File: config.mk
export PLATFORM = sky130hd
export DESIGN_NAME = placement_cost_eval
export DESIGN_NICKNAME = d
export VERILOG_FILES = /design/src/rtl/placement_cost_eval.sv
export SDC_FILE = /design/constraint.sdc
export NUM_CORES = 1
export LEC_CHECK = 0
export ABC_AREA = 0
export CORE_MARGIN = 2
export CORE_UTILIZATION = 30
export CTS_BUF_LIST = sky130_fd_sc_hd__clkbuf_4 sky130_fd_sc_hd__clkbuf_8
export CTS_CLUSTER_DIAMETER = 200
export DETAILED_ROUTE_END_ITERATION = 7
export GPL_TIMING_DRIVEN = 0
export PLACE_DENSITY = 0.61
export SKIP_LAST_GASP = 1
export SLEW_MARGIN = 0
export SYNTH_ARGS = -nofsm -noshare
export SYNTH_HDL_FRONTEND = slang
export SYNTH_SLANG_ARGS = --single-unit
File: constraint.sdc
create_clock -name clk -period 10.3 [get_ports clk]
set_input_delay 1.03 -clock clk [delete_from_list [all_inputs] [get_ports clk]]
set_output_delay 1.03 -clock clk [all_outputs]
set_load 0.005 [all_outputs]
File: src/rtl/placement_cost_eval.sv
// placement_cost_eval: walks an edge list, fetches both endpoint positions and
// accumulates Manhattan cost, 2-hop-per-cycle cost and the longest edge.
// Each edge takes a fixed 8 cycles: read edge, fetch A, fetch B, compute, accumulate.
module placement_cost_eval #(
  parameter int unsigned W          = 32,
  parameter int unsigned N_EDGE_MAX = 128
) (
  input  logic                clk,
  input  logic                reset,
  input  logic                start,
  input  logic [W-1:0]        n_edge,
  output logic                reEA,
  output logic                reEB,
  output logic [W-1:0]        addrEA,
  output logic [W-1:0]        addrEB,
  input  logic [W-1:0]        doutEA,
  input  logic [W-1:0]        doutEB,
  output logic                rePX,
  output logic                rePY,
  output logic [W-1:0]        addrPX,
  output logic [W-1:0]        addrPY,
  input  logic signed [W-1:0] doutPX,
  input  logic signed [W-1:0] doutPY,
  output logic                busy,
  output logic                done,
  output logic signed [W-1:0] sum,
  output logic signed [W-1:0] sum_1hop,
  output logic [W-1:0]        max_dist,
  output logic                error
);

  typedef enum logic [3:0] {
    S_IDLE, S_RD_EDGE, S_WAIT_E, S_RD_A, S_WAIT_A,
    S_RD_B, S_WAIT_B, S_CALC, S_ACC, S_DONE
  } state_t;

  // All-ones is the "unplaced" marker (-1 in two's complement).
  localparam logic [W-1:0] LP_UNPLACED = '1;
  localparam logic [W-1:0] LP_N_MAX    = W'(N_EDGE_MAX);

  state_t       r_state;
  logic [W-1:0] r_n;
  logic [W-1:0] r_i;
  logic [W-1:0] r_b;
  logic [W-1:0] r_ax;
  logic [W-1:0] r_ay;
  logic [W-1:0] r_dx;
  logic [W-1:0] r_dy;
  logic         r_skip;

  logic [W-1:0] w_n_clamp;
  logic [W-1:0] w_diff_x;
  logic [W-1:0] w_diff_y;
  logic [W-1:0] w_abs_x;
  logic [W-1:0] w_abs_y;
  logic [W-1:0] w_dist;
  logic [W-1:0] w_hop;
  logic [W-1:0] w_sum_next;
  logic [W-1:0] w_hop_next;
  logic         w_unplaced;
  logic         w_last;

  // Datapath: clamp, absolute differences, per-edge costs and accumulator updates.
  always_comb begin
    w_n_clamp  = (n_edge > LP_N_MAX) ? LP_N_MAX : n_edge;
    w_diff_x   = r_ax - $unsigned(doutPX);
    w_diff_y   = r_ay - $unsigned(doutPY);
    w_abs_x    = w_diff_x[W-1] ? (~w_diff_x + W'(1)) : w_diff_x;
    w_abs_y    = w_diff_y[W-1] ? (~w_diff_y + W'(1)) : w_diff_y;
    w_unplaced = (r_ax == LP_UNPLACED) || (r_ay == LP_UNPLACED) ||
                 ($unsigned(doutPX) == LP_UNPLACED) ||
                 ($unsigned(doutPY) == LP_UNPLACED);
    w_dist     = r_dx + r_dy;
    // ceil(d/2) as (d>>1)+lsb so a large d cannot overflow.
    w_hop      = (r_dx >> 1) + W'(r_dx[0]) + (r_dy >> 1) + W'(r_dy[0]);
    w_sum_next = $unsigned(sum) + w_dist - W'(1);
    w_hop_next = $unsigned(sum_1hop) + w_hop - W'(1);
    w_last     = ((r_i + W'(1)) == r_n);
  end

  // Control FSM with registered memory strobes and results.
  always_ff @(posedge clk) begin
    if (reset) begin
      r_state  <= S_IDLE;
      r_n      <= '0;
      r_i      <= '0;
      r_b      <= '0;
      r_ax     <= '0;
      r_ay     <= '0;
      r_dx     <= '0;
      r_dy     <= '0;
      r_skip   <= 1'b0;
      reEA     <= 1'b0;
      reEB     <= 1'b0;
      rePX     <= 1'b0;
      rePY     <= 1'b0;
      addrEA   <= '0;
      addrEB   <= '0;
      addrPX   <= '0;
      addrPY   <= '0;
      busy     <= 1'b0;
      done     <= 1'b0;
      sum      <= '0;
      sum_1hop <= '0;
      max_dist <= '0;
      error    <= 1'b0;
    end else begin
      reEA <= 1'b0;
      reEB <= 1'b0;
      rePX <= 1'b0;
      rePY <= 1'b0;
      done <= 1'b0;
      case (r_state)
        S_IDLE: begin
          if (start) begin
            sum      <= '0;
            sum_1hop <= '0;
            max_dist <= '0;
            error    <= 1'b0;
            r_i      <= '0;
            r_n      <= w_n_clamp;
            busy     <= 1'b1;
            if (w_n_clamp == '0) begin
              done    <= 1'b1;
              r_state <= S_DONE;
            end else begin
              r_state <= S_RD_EDGE;
            end
          end
        end
        S_RD_EDGE: begin
          reEA    <= 1'b1;
          reEB    <= 1'b1;
          addrEA  <= r_i;
          addrEB  <= r_i;
          r_state <= S_WAIT_E;
        end
        S_WAIT_E: r_state <= S_RD_A;
        S_RD_A: begin
          r_b     <= doutEB;
          rePX    <= 1'b1;
          rePY    <= 1'b1;
          addrPX  <= doutEA;
          addrPY  <= doutEA;
          r_state <= S_WAIT_A;
        end
        S_WAIT_A: r_state <= S_RD_B;
        S_RD_B: begin
          r_ax    <= $unsigned(doutPX);
          r_ay    <= $unsigned(doutPY);
          rePX    <= 1'b1;
          rePY    <= 1'b1;
          addrPX  <= r_b;
          addrPY  <= r_b;
          r_state <= S_WAIT_B;
        end
        S_WAIT_B: r_state <= S_CALC;
        S_CALC: begin
          r_dx   <= w_abs_x;
          r_dy   <= w_abs_y;
          r_skip <= w_unplaced;
          if (w_unplaced) begin
            error <= 1'b1;
          end
          r_state <= S_ACC;
        end
        S_ACC: begin
          if (!r_skip) begin
            sum      <= $signed(w_sum_next);
            sum_1hop <= $signed(w_hop_next);
            if (w_dist > max_dist) begin
              max_dist <= w_dist;
            end
          end
          r_i <= r_i + W'(1);
          if (w_last) begin
            done    <= 1'b1;
            r_state <= S_DONE;
          end else begin
            r_state <= S_RD_EDGE;
          end
        end
        S_DONE: begin
          busy    <= 1'b0;
          r_state <= S_IDLE;
        end
        default: r_state <= S_IDLE;
      endcase
    end
  end

endmodule

==> flow_summary.toml <==
[timing]
setup_tns_ns = 0
fin_skew_ns = 0.0465
fin_crit_sh = 0.624
hold_violations = 0
worst_slack_ns = 3.87
worst_pin_slew_ns = 1.32
period_needed_ns = 6.43
fmax_ghz = 0.155
rsz0062_at_grt = "false"
hold_ws_ns = 0.456
maxSlewViolCount = 0
slew_headroom = 0.118
setup_viol = 0

[synth]
ys_ff_latch = 394
synth_area_leaders = "dfxtp_1 (28%), ha_1 (11%), nand2_1 (6.7%)"
synth_top_area_cell = "dfxtp_1"
post_synth.cell_area_avg_um2 = 7.56
synth_ff_type = "dfxtp_1"
syn-cell-area_um2 = 28500
synth.top_cell.area_share = 0.277
synthArstFlopShare = 0
seq_area_frac_synth = 0.277
synth_cell_types = 89
yosys_warnings = 0
synth_nets = 4218
synth_edf_count = 0
netlist_instances = 3768

[layout]
layout.cells.non_filler = 5565
syn_to_final_growth_pct = 25.2
fin_util = 0.377
fin_nets = 4689
drive_gt1_frac = 0.0582
fillCellCount = 9789
design_area_um2 = 35700

[worst_setup_path]
worst_ep_required_time_ns = 10.87
slowest_delay_ns = 0.70
start_kind = "flop"
cp-end-kind = "flop"
crit_arrival_ns = 7.00
crit_slowest_cell = "o41ai_1"
cp_max_fo = 5
path_delay_family = "compound AO/OA/AOI/OAI gates"
cp_common_cell = "ha_1"
crit_buf_inv = 1
path_cells = "ha_1 > fa_1 > a21o_1 > a21oi_1 > a2bb2oi_1 > nand2b_1 > a21oi_1 > o21bai_1 > xnor2_1 > ha_1 > inv_1 > ha_1 > a21o_1 > o41ai_1 > o21ai_0 > a221o_1 > a211oi_1 > nor4_1 > nor4b_1 > xnor2_1 > nand2_1 > o211ai_1"
crit_type = "reg -> reg"

[detailed_routing]
routed_wirelength_um = 99400
drtPass1Iterations = 7
ant_nets = 0
drc = 0
initialDrtViolationCount = 1803
wire_per_inst_um = 17.9
vias = 27700
via_per_inst = 4.97

[run_status]
status = "finished, final reports clean"

[die]
core_region_area_um2 = 94600
ios = 394
die_y_um = 312
rows = 113
start_util = 0.301
die_area_um2 = 97400
die_width_um = 312

[place]
gp_congestion = 0.936
dpl_cell_area_um2 = 34000
port_buffers = 392
place_ws_ns = 3.85
dp_hpwl_um = 80600
dp.cells = 5427

[cts]
clkSlewWorstSetupHoldPaths_ns = 0.06
cts_tree = "built"
post_cts_buffers = 0
root_buffer = "clkbuf_8"
insertion_delay_ns = 0.70
numCtsBuffers = 74
h-tree-depth = 3
ctsHoldBuffers = 0
clock_path_buffers = 3
clock-sinks = 394
cts_resized = 0

[pwr]
p_total_mw = 3.96
p_leak_nw = 14.5
p_per_area_nw_per_um2 = 111
ir_drop_mv = 0.0738

[grt]
grt.overflow.total = 0
grt_max_degree = 12
track_usage = 0.198
antenna_found_initial = 4
grt_first_pass_wirelength_um = 153000
grt_pass1_vias = 26400

[min_path]
min-delay-path-class = "reg -> reg"

[job]
cap_violations = 0
worst register-to-register path: stages, from the launching register on:
cell and delay (ns):
dfxtp_1 0.42, ha_1 0.30, fa_1 0.41, a21o_1 0.17
a21oi_1 0.22, a2bb2oi_1 0.31, nand2b_1 0.13, a21oi_1 0.17
o21bai_1 0.09, xnor2_1 0.33, ha_1 0.30, inv_1 0.05
ha_1 0.28, a21o_1 0.22, o41ai_1 0.70, o21ai_0 0.35
a221o_1 0.48, a211oi_1 0.49, nor4_1 0.13, nor4b_1 0.45
xnor2_1 0.14, nand2_1 0.09, o211ai_1 0.09
synthesized netlist by cell type, types with 7 or more instances:
master	number
or4_1	7
a31oi_1	39
o21bai_1	30
mux2i_1	31
nand2_1	512
o211ai_1	14
ha_1	251
and2_1	42
fa_1	36
nor2b_1	19
buf_4	66
a21oi_1	347
o31ai_1	15
or2_2	9
nand3_1	50
dfxtp_1	394
nand3b_1	7
nand2b_1	27
inv_1	393
xor2_1	86
nor2_1	331
nor3_1	66
nor4b_1	7
a311oi_1	39
and4_1	9
o2111ai_1	7
o21ai_0	123
clkbuf_1	163
a22oi_1	51
a211oi_1	75
a211o_1	9
nor4_1	29
xnor2_1	141
o21a_1	19
buf_2	10
a21o_1	83
nand4_1	70
or3_1	25
and3_1	30
final timing paths:
| kind | startpoint | end | slack (ns) | depth (start not counted) |
|---|---|---|---|---|
| worst min register to register | r_b[28] | r_b[28] | 0.46 | 2 |
| worst min-delay path | r_b[28] | r_b[28] | 0.46 | 2 |
| worst max-delay path | r_dx[0] | sum[31] | 3.87 | 22 |
| worst max register to register | r_dx[0] | sum[31] | 3.87 | 22 |
power breakdown:
part           leakage (nW)  total [mW]  internal [mW]  switching, mW
registers              3.18        1.57           1.55         0.0201
clock network         0.852        1.69          0.942          0.744
logic                  10.5       0.705          0.291          0.414
total                  14.5        3.96           2.78           1.18
cell families after synthesis:
logic type               count (synthesis)  synth area share
adder cells (fa/ha/maj)                287             0.136
AND/OR/NAND/NOR                       1265             0.204
XOR/XNOR                               228            0.0704
AO/OA/AOI/OAI                          924             0.208
multiplexers                            33            0.0117
buffers and inverters                  637            0.0931
flip-flops                             394             0.277
sequential cells by signal, summed over array words and instances (netlist names), 4 cells and up:
name and count:
max_dist 32, addrPY 32, r_ay 32, r_dy 32, addrEB 32, r_n 32
sum 32, r_dx 32, r_i 32, sum_1hop 32, r_b 32, r_ax 32
r_state 4
routing by layer:
| metal | GRT usage | routed length [um] | vias to the layer above |
|---|---|---|---|
| met2 | 0.322 | 45200 | 701 |
| li1 | - | - | 13900 |
| met5 | 0 | 0 | - |
| met3 | 0.0391 | 5760 | 156 |
| met4 | 0.0672 | 3110 | 0 |
| met1 | 0.261 | 45400 | 13000 |
cells in the final DEF (no fill, tap or decap), types with 27 or more instances in the layout:
master / synthesis / routed
nand2b_1: 27 / 27
a311oi_1: 39 / 39
o21ai_0: 123 / 123
buf_4: 66 / 67
clkbuf_8: 0 / 87
clkdlybuf4s50_1: 0 / 392
nor3_1: 66 / 65
inv_1: 393 / 393
nand4_1: 70 / 70
xnor2_1: 141 / 141
and2_1: 42 / 42
a21oi_1: 347 / 347
o21bai_1: 30 / 30
a22oi_1: 51 / 51
dfxtp_1: 394 / 394
nand3_1: 50 / 50
xor2_1: 86 / 86
nor2_1: 331 / 330
fa_1: 36 / 36
ha_1: 251 / 251
mux2i_1: 31 / 31
and3_1: 30 / 30
clkbuf_1: 163 / 163
a211oi_1: 75 / 75
a31oi_1: 39 / 39
a21o_1: 83 / 83
nand2_1: 512 / 512
nor4_1: 29 / 28
layout make-up:
type / instances / area, um2 / share of cell area
antenna: 4 / 10.0 / 0.000281
buffer: 244 / 1180 / 0.0330
clock buffer: 112 / 1390 / 0.0388
clock inverter: 21 / 225 / 0.00631
inverter: 393 / 1480 / 0.0414
multi-input combinational: 2737 / 18000 / 0.503
sequential: 394 / 7890 / 0.221
tap: 1265 / 1580 / 0.0444
timing repair buffer: 395 / 3970 / 0.111
(Power assumes the default switching activity.)
